===== config.mk =====
export PLATFORM = sky130hd
export DESIGN_NAME = adder_error_monitor
export DESIGN_NICKNAME = d
export VERILOG_FILES = /design/src/rtl/adder_error_monitor.sv
export SDC_FILE = /design/constraint.sdc
export NUM_CORES = 1
export LEC_CHECK = 0
export BUFFER_PORTS_ARGS = -buffer_cell sky130_fd_sc_hd__buf_2
export CAP_MARGIN = 15
export CORE_MARGIN = 4
export CORE_UTILIZATION = 45
export CTS_CLUSTER_DIAMETER = 50
export DETAILED_ROUTE_END_ITERATION = 6
export PLACE_DENSITY = 0.67
export SLEW_MARGIN = 40
export SYNTH_ARGS = -nofsm -noshare
export SYNTH_HDL_FRONTEND = slang
export SYNTH_SLANG_ARGS = --single-unit

===== constraint.sdc =====
create_clock -name clk -period 9.95 [get_ports clk]
set_input_delay 1.4925 -clock clk [delete_from_list [all_inputs] [get_ports clk]]
set_output_delay 1.4925 -clock clk [all_outputs]
set_load 0.01 [all_outputs]

===== src/rtl/adder_error_monitor.sv =====
// Error-statistics collector for approximate adders: exact-sum recompute, error distance, saturating run stats (ED^2 sum with ADDER_ERR_SQ_EN).
// Latency: a sample accepted at edge E is reflected in the statistics after edge E+2; done pulses in the cycle after last accept + 2 edges.
// Backpressure: in_ready is high only in RUN while fewer than num_samples have been accepted; no stalls inside the pipeline.
module adder_error_monitor #(
    parameter int N     = 16,
    parameter int CNT_W = 32,
    parameter int ACC_W = 48
) (
    input  logic             clk,
    input  logic             rst,
    input  logic             start,
    input  logic [CNT_W-1:0] num_samples,
    input  logic             in_valid,
    output logic             in_ready,
    input  logic [N-1:0]     a,
    input  logic [N-1:0]     b,
    input  logic [N-1:0]     approx_sum,
    output logic             busy,
    output logic             done,
    output logic [CNT_W-1:0] sample_cnt,
    output logic [CNT_W-1:0] err_cnt,
    output logic [ACC_W-1:0] ed_sum,
    output logic [N-1:0]     ed_max,
    output logic             sat
`ifdef ADDER_ERR_SQ_EN
    ,
    output logic [2*ACC_W-1:0] sq_sum
`endif
);

    typedef enum logic [1:0] {IDLE, RUN, DRAIN} state_t;

    state_t           state_q, state_d;
    logic [CNT_W-1:0] target_q, target_d;
    logic [CNT_W-1:0] accepted_q, accepted_d;
    logic             done_q, done_d;

    logic             s1_vld_q;
    logic [N-1:0]     s1_exact_q, s1_approx_q;
    logic             s2_vld_q;
    logic [N-1:0]     s2_ed_q;
    logic [N-1:0]     exact_c, ed_c;

    logic [CNT_W-1:0] sample_cnt_q, sample_cnt_d;
    logic [CNT_W-1:0] err_cnt_q, err_cnt_d;
    logic [ACC_W-1:0] ed_sum_q, ed_sum_d;
    logic [N-1:0]     ed_max_q, ed_max_d;
    logic             sat_q, sat_d;
    logic [CNT_W:0]   cnt_ext, err_ext;
    logic [ACC_W:0]   sum_ext;

    logic             hs;
    logic             clear;

    assign in_ready = (state_q == RUN) && (accepted_q < target_q);
    assign hs       = in_valid && in_ready;
    assign busy     = (state_q != IDLE);
    assign clear    = (state_q == IDLE) && start;

    always_comb begin
        state_d    = state_q;
        target_d   = target_q;
        accepted_d = accepted_q;
        done_d     = 1'b0;
        case (state_q)
            IDLE: begin
                if (start) begin
                    state_d    = RUN;
                    target_d   = num_samples;
                    accepted_d = '0;
                end
            end
            RUN: begin
                if (hs) begin
                    accepted_d = accepted_q + CNT_W'(1);
                end
                if ((target_q == '0) || (hs && (accepted_d == target_q))) begin
                    state_d = DRAIN;
                end
            end
            DRAIN: begin
                // Stage 2 still holds the last sample here; it accumulates on this same edge.
                if (!s1_vld_q) begin
                    state_d = IDLE;
                    done_d  = 1'b1;
                end
            end
            default: state_d = IDLE;
        endcase
    end

    always_ff @(posedge clk or posedge rst) begin
        if (rst) begin
            state_q    <= IDLE;
            target_q   <= '0;
            accepted_q <= '0;
            done_q     <= 1'b0;
        end else begin
            state_q    <= state_d;
            target_q   <= target_d;
            accepted_q <= accepted_d;
            done_q     <= done_d;
        end
    end

    assign exact_c = a + b;
    assign ed_c    = (s1_exact_q >= s1_approx_q) ? (s1_exact_q - s1_approx_q)
                                                 : (s1_approx_q - s1_exact_q);

    always_ff @(posedge clk or posedge rst) begin
        if (rst) begin
            s1_vld_q    <= 1'b0;
            s1_exact_q  <= '0;
            s1_approx_q <= '0;
            s2_vld_q    <= 1'b0;
            s2_ed_q     <= '0;
        end else begin
            s1_vld_q <= hs;
            if (hs) begin
                s1_exact_q  <= exact_c;
                s1_approx_q <= approx_sum;
            end
            s2_vld_q <= s1_vld_q;
            if (s1_vld_q) begin
                s2_ed_q <= ed_c;
            end
        end
    end

    // One guard bit per accumulator detects overflow; the result then clamps to all-ones.
    assign cnt_ext = {1'b0, sample_cnt_q} + (CNT_W+1)'(1);
    assign err_ext = {1'b0, err_cnt_q} + (CNT_W+1)'(s2_ed_q != '0);
    assign sum_ext = {1'b0, ed_sum_q} + (ACC_W+1)'(s2_ed_q);

`ifdef ADDER_ERR_SQ_EN
    logic [2*ACC_W-1:0] sq_sum_q, sq_sum_d;
    logic [2*N-1:0]     ed_sq;
    logic [2*ACC_W:0]   sq_ext;

    assign ed_sq  = s2_ed_q * s2_ed_q;
    assign sq_ext = {1'b0, sq_sum_q} + (2*ACC_W+1)'(ed_sq);
    assign sq_sum = sq_sum_q;
`endif

    always_comb begin
        sample_cnt_d = sample_cnt_q;
        err_cnt_d    = err_cnt_q;
        ed_sum_d     = ed_sum_q;
        ed_max_d     = ed_max_q;
        sat_d        = sat_q;
`ifdef ADDER_ERR_SQ_EN
        sq_sum_d     = sq_sum_q;
`endif
        if (clear) begin
            sample_cnt_d = '0;
            err_cnt_d    = '0;
            ed_sum_d     = '0;
            ed_max_d     = '0;
            sat_d        = 1'b0;
`ifdef ADDER_ERR_SQ_EN
            sq_sum_d     = '0;
`endif
        end else if (s2_vld_q) begin
            sample_cnt_d = cnt_ext[CNT_W] ? {CNT_W{1'b1}} : cnt_ext[CNT_W-1:0];
            err_cnt_d    = err_ext[CNT_W] ? {CNT_W{1'b1}} : err_ext[CNT_W-1:0];
            ed_sum_d     = sum_ext[ACC_W] ? {ACC_W{1'b1}} : sum_ext[ACC_W-1:0];
            ed_max_d     = (s2_ed_q > ed_max_q) ? s2_ed_q : ed_max_q;
            sat_d        = sat_q | cnt_ext[CNT_W] | err_ext[CNT_W] | sum_ext[ACC_W];
`ifdef ADDER_ERR_SQ_EN
            sq_sum_d     = sq_ext[2*ACC_W] ? {(2*ACC_W){1'b1}} : sq_ext[2*ACC_W-1:0];
            sat_d        = sat_d | sq_ext[2*ACC_W];
`endif
        end
    end

    always_ff @(posedge clk or posedge rst) begin
        if (rst) begin
            sample_cnt_q <= '0;
            err_cnt_q    <= '0;
            ed_sum_q     <= '0;
            ed_max_q     <= '0;
            sat_q        <= 1'b0;
`ifdef ADDER_ERR_SQ_EN
            sq_sum_q     <= '0;
`endif
        end else begin
            sample_cnt_q <= sample_cnt_d;
            err_cnt_q    <= err_cnt_d;
            ed_sum_q     <= ed_sum_d;
            ed_max_q     <= ed_max_d;
            sat_q        <= sat_d;
`ifdef ADDER_ERR_SQ_EN
            sq_sum_q     <= sq_sum_d;
`endif
        end
    end

    assign done       = done_q;
    assign sample_cnt = sample_cnt_q;
    assign err_cnt    = err_cnt_q;
    assign ed_sum     = ed_sum_q;
    assign ed_max     = ed_max_q;
    assign sat        = sat_q;

endmodule


; Word level (Yosys, flattened, before mapping)
; Cells that the tools add are included.
[totals]
ff_bits = 246
in_bits = 84
output_inout_bits = 132
elab_cells = 74
[classes]
addsub = 7
magnitude_cmp = 3
eq_ne = 6
muxes = 25
bitwise = 3
n_reduce_logical = 16
[ops]
columns = cell, count
row1 = two-way mux 32 bit, 9
row2 = two-way mux 48 bit, 3
row3 = two-way mux 16 bit, 4
row4 = one-hot mux 32 bit (2 select lines), 1
row5 = adder 48 x 16 -> 49 bit, 1
row6 = adder 32 x 1 -> 33 bit, 1
row7 = adder 32 x 1 -> 33 bit (second input constant), 1
row8 = adder 32 x 1 -> 32 bit (second input constant), 1
row9 = == test 32 bit, 1
row10 = zero test 32 bit, 1
row11 = less-than comparator 32 bit, 1
row12 = subtractor 16 bit, 2
row13 = adder 16 bit, 1
row14 = greater-or-equal comparator 16 bit, 1
row15 = > comparator 16 bit, 1
row16 = nonzero test 16 bit, 1
row17 = nonzero test 2 bit, 4
row18 = two-way mux 2 bit, 3
row19 = one-hot mux 2 bit (3 select lines), 1
row20 = AND reduction 2 bit, 3
row21 = logical AND 1 bit, 4
row22 = two-way mux 1 bit, 4
row23 = inequality test 2 bit (second input constant), 2
row24 = OR 1 bit, 3
row25 = other kinds (6), 6

; Depth between registers and ports, before layout
; Gate-level depths: netlist (run 1).
[logic_depth]
word_depth = 10
ltp_mapped = 14
ltp_nobuf = 13

; Least setup slack after synthesis (run 1)
; OpenSTA, ideal clock, no wires.
[synth_path]
path_type = in2reg
startpoint = input in_valid
endpoint = register state_q[0]
setup_time_ps = 120
arrival_time_ps = 3761
required_time_ps = 9830
path_slack_ps = 6070
cell_stages = 9
n_path_buf = 0
path_cell_list = and4_1 nand3_1 mux2_2 or4b_1 a221o_1 nor4_1 nand4_1 o41a_1 a31o_1
[synth_via]
elab_chain_cells = 8
[synth_lines]
columns = item, line_no
row1 = start: declaration, 13  ; input logic in_valid,
row2 = logical AND 1 bit (*), 56  ; assign hs = in_valid && in_ready;
row3 = two-way mux 32 bit, 74  ; if (hs) begin
row4 = two-way mux 32 bit, 65  ; case (state_q)
row5 = == test 32 bit, 77  ; if ((target_q == '0) || (hs && (accepted_d == target_q))) begin
row6 = logical AND 1 bit (*), 77
row7 = logical OR 1 bit (*), 77
row8 = inequality test 2 x 1 -> 1 bit (no line) (*), n/a
row9 = AND reduction 3 bit (no line) (*), n/a
row10 = end signal: assignment, 99  ; state_q <= state_d;
row11 = end: declaration, 33  ; state_t state_q, state_d;
; Every way passes the cells marked *; elsewhere a longest branch is shown, timed or not. The select of a mux whose other input is x is not followed.
; A chain may end at the register's enable or synchronous reset.

; Final worst setup path (run 1)
[layout_path]
startpoint = register target_q[29]
endpoint = output in_ready
[layout_via]
elab_chain_cells = 2
[layout_lines]
columns = item, line_no
row1 = start: declaration, 34  ; logic [CNT_W-1:0] target_q, target_d;
row2 = start signal: assignment, 100  ; target_q <= target_d;
row3 = less-than comparator 32 bit, 55  ; assign in_ready = (state_q == RUN) && (accepted_q < target_q);
row4 = logical AND 1 bit, 55
row5 = end: declaration, 14  ; output logic in_ready,
; Every way passes these cells.

==> results.sh, run 1 <==
export IMPL_via_per_inst=5.92
export IMPL_start_util_pct=45.5
export IMPL_cp_required_ps=8460
export IMPL_synth_edf_count=0
export IMPL_synth_top_cells_by_count="dfrtp_1, nand2_1, o21ai_0, inv_1, a21oi_1"
export IMPL_core_area_um2=35500
export IMPL_criticalPathCategory="reg -> out"
export IMPL_drv_slew=0
export IMPL_rrSetupSlack_ps=5640
export IMPL_r2r_start="target_q[29]$_DFFE_PP0P_"
export IMPL_syn_cell_area_um2=16100
export IMPL_rsz0062_at_grt="no"
export IMPL_die_h_um=197
export IMPL_clock_skew_ps=25.1
export IMPL_rr_worst_depth=12
export IMPL_synth_flop_cell="dfrtp_1"
export IMPL_setup_tns_ps=0
export IMPL_synth_top_area_share_pct=38.1
export IMPL_ys_warn_count=0
export IMPL_ys_seq_elements=246
export IMPL_crit_buf_inv=3
export IMPL_synth_area_leaders="dfrtp_1, ha_1, o21ai_0, nand2_1, a21oi_1"
export IMPL_hold_path_end="err_cnt[23]$_DFFE_PP0P_"
export IMPL_track_usage_pct=23.9
export IMPL_routabilityCongestion=0.958
export IMPL_critPathCaptureType="output pin"
export IMPL_num_fill_cells=3344
export IMPL_min_period_ps=4690
export IMPL_antenna_left=0
export IMPL_setup_viol=0
export IMPL_cts_root_buf="clkbuf_16"
export IMPL_yosys_area_top_type="dfrtp_1"
export IMPL_start_kind="flip-flop"
export IMPL_htreeDepth=2
export IMPL_ir_drop_uv=195
export IMPL_synth_most_common_cell="dfrtp_1"
export IMPL_wl_um=47300
export IMPL_dieArea_um2=39000
export IMPL_cap_viol_max_count=0
export IMPL_grt_first_pass_wirelength_um=77200
export IMPL_die_w_um=197
export IMPL_min_from="err_cnt[23]$_DFFE_PP0P_"
export IMPL_status="complete, no violations"
export IMPL_cts_buffers_inserted=36
export IMPL_clk_pin_slew_ps=50
export IMPL_drive_above_1_share_pct=16.2
export IMPL_synth_fp_nets=2072
export IMPL_hp_class="reg -> reg"
export IMPL_dr_pass1_iters=5
export IMPL_nets=2250
export IMPL_first_global_vias=14474
export IMPL_fin_hold_ws_ps=502
export IMPL_clock_latency_ps=550
export IMPL_async_reset_ff_share_pct=100
export IMPL_seq_area_frac_synth_pct=38.1
export IMPL_hold_depth=1
export IMPL_remaining_drc_errors=0
export IMPL_grt_remaining_overflow=0
export IMPL_synth_avg_cell_area_um2=8.63
export IMPL_p_per_area_nw_per_um2=257
export IMPL_cts_hold_buf=0
export IMPL_vias=15004
export IMPL_crit_arrival_ps=3200
export IMPL_clkSinkCount=246
export IMPL_grt_max_degree=115
export IMPL_cts_tree="built"
export IMPL_period_share_pct=47.2
export IMPL_hold_violations=0
export IMPL_relSlewSlack_pct=44.3
export IMPL_antenna_found_initial=0
export IMPL_finish_utilization_pct=53.1
export IMPL_io_pins=216
export IMPL_p_leak_nw=8.64
export IMPL_post_cts_buffers=0
export IMPL_synthDistinctLibCells=81
export IMPL_cts_resized=0
export IMPL_crit_slowest_cell="nor4_1"
export IMPL_drtIter0Drc=923
export IMPL_synthCells=1871
export IMPL_path_max_fanout=30
export IMPL_crit_family="simple AND/OR/NAND/NOR gates"
export IMPL_io_buffers=215
export IMPL_crit_chain="inv_1 > ha_1 > nand4_1 > nor4_1 > o211ai_1 > a31oi_2 > buf_4 > nor2_1 > buf_2"
export IMPL_slowest_delay_ps=540
export IMPL_n_antenna_cell=0
export IMPL_area_growth_pct=16.7
export IMPL_fmaxAchievable_mhz=213
export IMPL_r2r_end="state_q[0]$_DFFE_PP0P_"
export IMPL_wl_per_cell_um=18.7
export IMPL_dp_hpwl_um=33700
export IMPL_worst_pin_slew_ps=833
export IMPL_row_count=69
export IMPL_cts_path_max_buffers=3
[kinds of logic after synthesis]
| family | Yosys count | share of synthesized area (%) |
|---|---|---|
| buffers and inverters | 213 | 5.08 |
| and+or+nand+nor | 656 | 20.4 |
| adders and majority gates | 117 | 9.26 |
| xor gates and xnor gates | 74 | 4.02 |
| DFF | 246 | 38.1 |
| AOI/OAI and AO/OA | 526 | 20.6 |
| muxes | 39 | 2.50 |
[layout by cell type, fill, tap and decap left out, types with 6 or more instances in the layout]
cell type and instances:
clkbuf_16 37, o211ai_1 12, inv_1 122, dfrtp_1 245
o21ai_0 164, o21a_1 13, mux2_2 11, nor2b_1 12
nor4_1 24, a311oi_1 27, xor2_1 26, buf_4 9
nand2_1 182, nand3_1 95, a21oi_1 119, a211oi_1 27
mux2i_1 28, xnor2_1 48, nand2b_1 14, and4_1 17
buf_2 215, ha_1 113, and3_1 38, o22ai_1 6
or2_2 8, o31ai_1 28, nor2_1 114, and2_1 20
nand4_1 32, a21o_1 22, a31oi_1 42, or3_1 9
nor3_1 59
[report_power, final]
group	internal (W)	leakage [nW]	switching [W]
Clock	0.000818	0.591	0.000500
Sequential	0.00123	3.16	0.000295
Combinational	0.000851	4.89	0.00113
[how the worst max path moves through the flow]
stage	startpoint	endpoint	slack [ps]	cells after the start
6_report	target_q[29]$_DFFE_PP0P_	in_ready	5260	9
3_5_place_dp	in_valid	state_q[0]$_DFFE_PP0P_	5590	10
4_1_cts	target_q[29]$_DFFE_PP0P_	in_ready	5350	9
5_1_grt	target_q[29]$_DFFE_PP0P_	in_ready	5030	8
3_3_place_gp	in_valid	state_q[0]$_DFFE_PP0P_	5690	10
2_1_floorplan	rst	accepted_q[0]$_DFFE_PP0P_	1700	1
[registers in the layout, summed over array words and instances, names as in the netlist]
register,count
s2_vld_q,1
ed_max,16
done,1
sample_cnt,32
target_q,32
s1_vld_q,1
err_cnt,32
ed_sum,48
state_q,2
s1_approx_q,16
accepted_q,32
s2_ed_q,16
s1_exact_q,16
sat,1
[through the flow]
stage | worst slack, ps | power, W | area (um^2) | instances
2_1_floorplan | 1700 | 0.00291 | 16100 | 1871
3_3_place_gp | 5690 | 0.00346 | 17600 | 2472
3_5_place_dp | 5590 | 0.00351 | 17600 | 2472
4_1_cts | 5350 | 0.00487 | 18800 | 2536
5_1_grt | 5030 | 0.00520 | 18800 | 2536
6_report | 5260 | 0.00483 | 18800 | 2536
[per-layer routing]
metal | vias up | GRT usage [%] | routed length, um
met4 | 0 | 8.22 | 1510
li1 | 7181 | - | -
met2 | 486 | 38.9 | 22200
met1 | 7248 | 32.7 | 20800
met5 | - | 0 | 0
met3 | 89 | 3.55 | 2820
[cell type report]
cell class	count	area, um^2	share of cell area, %
clock buffer	44	992	5.27
tap	461	577	3.06
multi-input combinational	1412	9210	48.9
inverter	125	482	2.56
sequential	246	6160	32.7
timing repair buffer	228	1190	6.31
clock inverter	20	235	1.25
(Power assumes the default switching activity.)
==> inputs of run 2 (changes only) <==
- PLACE_DENSITY: 0.67 -> 0.69
- clock period: 9.95 -> 4.3 ns (I/O delays scaled with it)
==> run 2 against run 1 <==
Die area unchanged. Sequential cell count did not move. Worst setup slack got worse by 5100 ps. Register-to-register slack got worse by 5400 ps. Core utilization rose by 0.85 points. Highest routed layer unchanged.
==> results.sh, run 2 (synthesis gave the netlist of run 1 again) <==
export IMPL_track_usage_pct=23.6
export IMPL_rrSetupSlack_ps=200
export IMPL_swShare_pct=39.7
export IMPL_start_kind="flip-flop"
export IMPL_clk_pin_slew_ps=60
export IMPL_drtIter0Drc=1060
export IMPL_cts_root_buf="clkbuf_16"
export IMPL_wl_per_cell_um=18.5
export IMPL_grt_first_pass_wirelength_um=76100
export IMPL_wl_um=47700
export IMPL_intPower_w=0.00682
export IMPL_htreeDepth=2
export IMPL_dr_pass1_iters=5
export IMPL_core_area_um2=35500
export IMPL_first_global_vias=14470
export IMPL_setup_viol=0
export IMPL_clkPwrFrac_pct=27.8
export IMPL_io_pins=216
export IMPL_cts_tree="built"
export IMPL_clkSinkCount=246
export IMPL_status="complete, no violations"
export IMPL_layout_commonest_cell="dfrtp_1"
export IMPL_postPlaceCellArea_um2=17800
export IMPL_r2r_end="state_q[0]$_DFFE_PP0P_"
export IMPL_relSlewSlack_pct=47.6
export IMPL_die_w_um=197
export IMPL_crit_chain="inv_1 > ha_1 > a211oi_2 > o21ai_1 > a211oi_1 > a31oi_2 > buf_4 > buf_4 > or4_1 > xnor2_1 > nor4_1 > nand4b_1 > o41a_1 > a31o_1"
export IMPL_slowest_delay_ps=590
export IMPL_cpMostUsedCell="buf_4"
export IMPL_crit_slowest_cell="or4_1"
export IMPL_period_share_pct=95.3
export IMPL_criticalPathCategory="reg -> reg"
export IMPL_ir_drop_uv=449
export IMPL_cts_hold_buf=0
export IMPL_clock_latency_ps=550
export IMPL_critPathCaptureType="flip-flop"
export IMPL_clock_skew_ps=21.0
export IMPL_crit_arrival_ps=4520
export IMPL_min_period_ps=4100
export IMPL_drive_above_1_share_pct=17.6
export IMPL_hold_violations=0
export IMPL_fmaxAchievable_mhz=244
export IMPL_area_growth_pct=18.6
export IMPL_n_antenna_cell=0
export IMPL_via_per_inst=5.89
export IMPL_rsz0062_at_grt="no"
export IMPL_seqPwrFrac_pct=31.3
export IMPL_start_util_pct=45.5
export IMPL_antenna_found_initial=0
export IMPL_routabilityCongestion=0.960
export IMPL_dp_hpwl_um=34400
export IMPL_r2r_start="target_q[15]$_DFFE_PP0P_"
export IMPL_grt_max_degree=125
export IMPL_row_count=69
export IMPL_p_comb_share_pct=40.9
export IMPL_hp_class="in -> async"
export IMPL_layout_common_cells="dfrtp_1, buf_2, nand2_1, o21ai_0, inv_1"
export IMPL_p_switching_w=0.00449
export IMPL_io_buffers=215
export IMPL_path_max_fanout=9
export IMPL_cp_required_ps=4720
export IMPL_cap_viol_max_count=0
export IMPL_die_h_um=197
export IMPL_cts_buffers_inserted=37
export IMPL_worst_pin_slew_ps=766
export IMPL_dieArea_um2=39000
export IMPL_antenna_left=0
export IMPL_grt_remaining_overflow=0
export IMPL_fin_area_um2=19100
export IMPL_p_leak_nw=8.82
export IMPL_p_per_area_nw_per_um2=591
export IMPL_drv_slew=0
export IMPL_setup_tns_ps=0
export IMPL_largest_reg_flops=48
export IMPL_nets=2281
export IMPL_cts_path_max_buffers=3
export IMPL_vias=15122
export IMPL_rr_worst_depth=14
export IMPL_remaining_drc_errors=0
-- run 2: worst max path at each step --
stage                        startpoint                         to  cells past startpoint
3_3_place_gp   target_q[15]$_DFFE_PP0P_     state_q[0]$_DFFE_PP0P_                     13
6_report       target_q[15]$_DFFE_PP0P_     state_q[0]$_DFFE_PP0P_                     14
3_5_place_dp   target_q[15]$_DFFE_PP0P_     state_q[0]$_DFFE_PP0P_                     14
4_1_cts        target_q[15]$_DFFE_PP0P_     state_q[0]$_DFFE_PP0P_                     14
5_1_grt        target_q[19]$_DFFE_PP0P_     state_q[0]$_DFFE_PP0P_                     13
2_1_floorplan                       rst  accepted_q[0]$_DFFE_PP0P_                      1
-- run 2: power by group through the flow --
stage	clock network [W]	registers [W]	logic, W
after floorplan	0	0.00344	0.00329
after global placement	0	0.00353	0.00447
after detailed placement	0	0.00355	0.00458
after CTS	0.00321	0.00352	0.00463
after global routing	0.00330	0.00361	0.00519
final	0.00314	0.00354	0.00462
-- run 2: what timing repair did --
action / 4_1_cts / 5_1_grt
gates resized for setup: 0 / 3
endpoints found under the setup margin: 0 / 1
setup buffers: 0 / 0
-- run 2: final cells by class --
| cell class | instances | area (um^2) |
|---|---|---|
| Fill cell | 3282 | 16300 |
| Inverter | 125 | 473 |
| Multi-Input combinational cell | 1412 | 9210 |
| Tap cell | 461 | 577 |
| Timing Repair Buffer | 258 | 1440 |
| Sequential cell | 246 | 6160 |
| Clock inverter | 23 | 289 |
| Clock buffer | 44 | 992 |
-- run 2: worst max-delay path: cells and delay by family (launching register included) --
family	cells	cell delay, ps
DFF	1	400
buffers and inverters	3	490
and+or+nand+nor	3	1050
adders and majority gates	1	340
AOI/OAI and AO/OA	6	1540
xor gates and xnor gates	1	170
-- run 2: routing by layer --
metal | track usage (%) | vias to the layer above | wire, um
li1 | - | 7249 | -
met1 | 32.3 | 7312 | 21100
met2 | 38.2 | 470 | 22300
met3 | 4.32 | 91 | 2750
met4 | 7.73 | 0 | 1500
met5 | 0 | - | 0
-- run 2: per-stage QoR --
step / std cells / worst slack [ps] / hold slack (ps) / util (%) / power [W]
finish: 2569 / 201 / 84.8 / 53.9 / 0.0113
global route: 2569 / 41.7 / 82.1 / 53.9 / 0.0121
CTS: 2569 / 274 / 64.1 / 53.9 / 0.0114
detailed placement: 2502 / 277 / 489 / 50.3 / 0.00813
global placement: 2501 / 338 / 491 / 50.2 / 0.00801
floorplan: 1871 / 423 / 372 / - / 0.00674
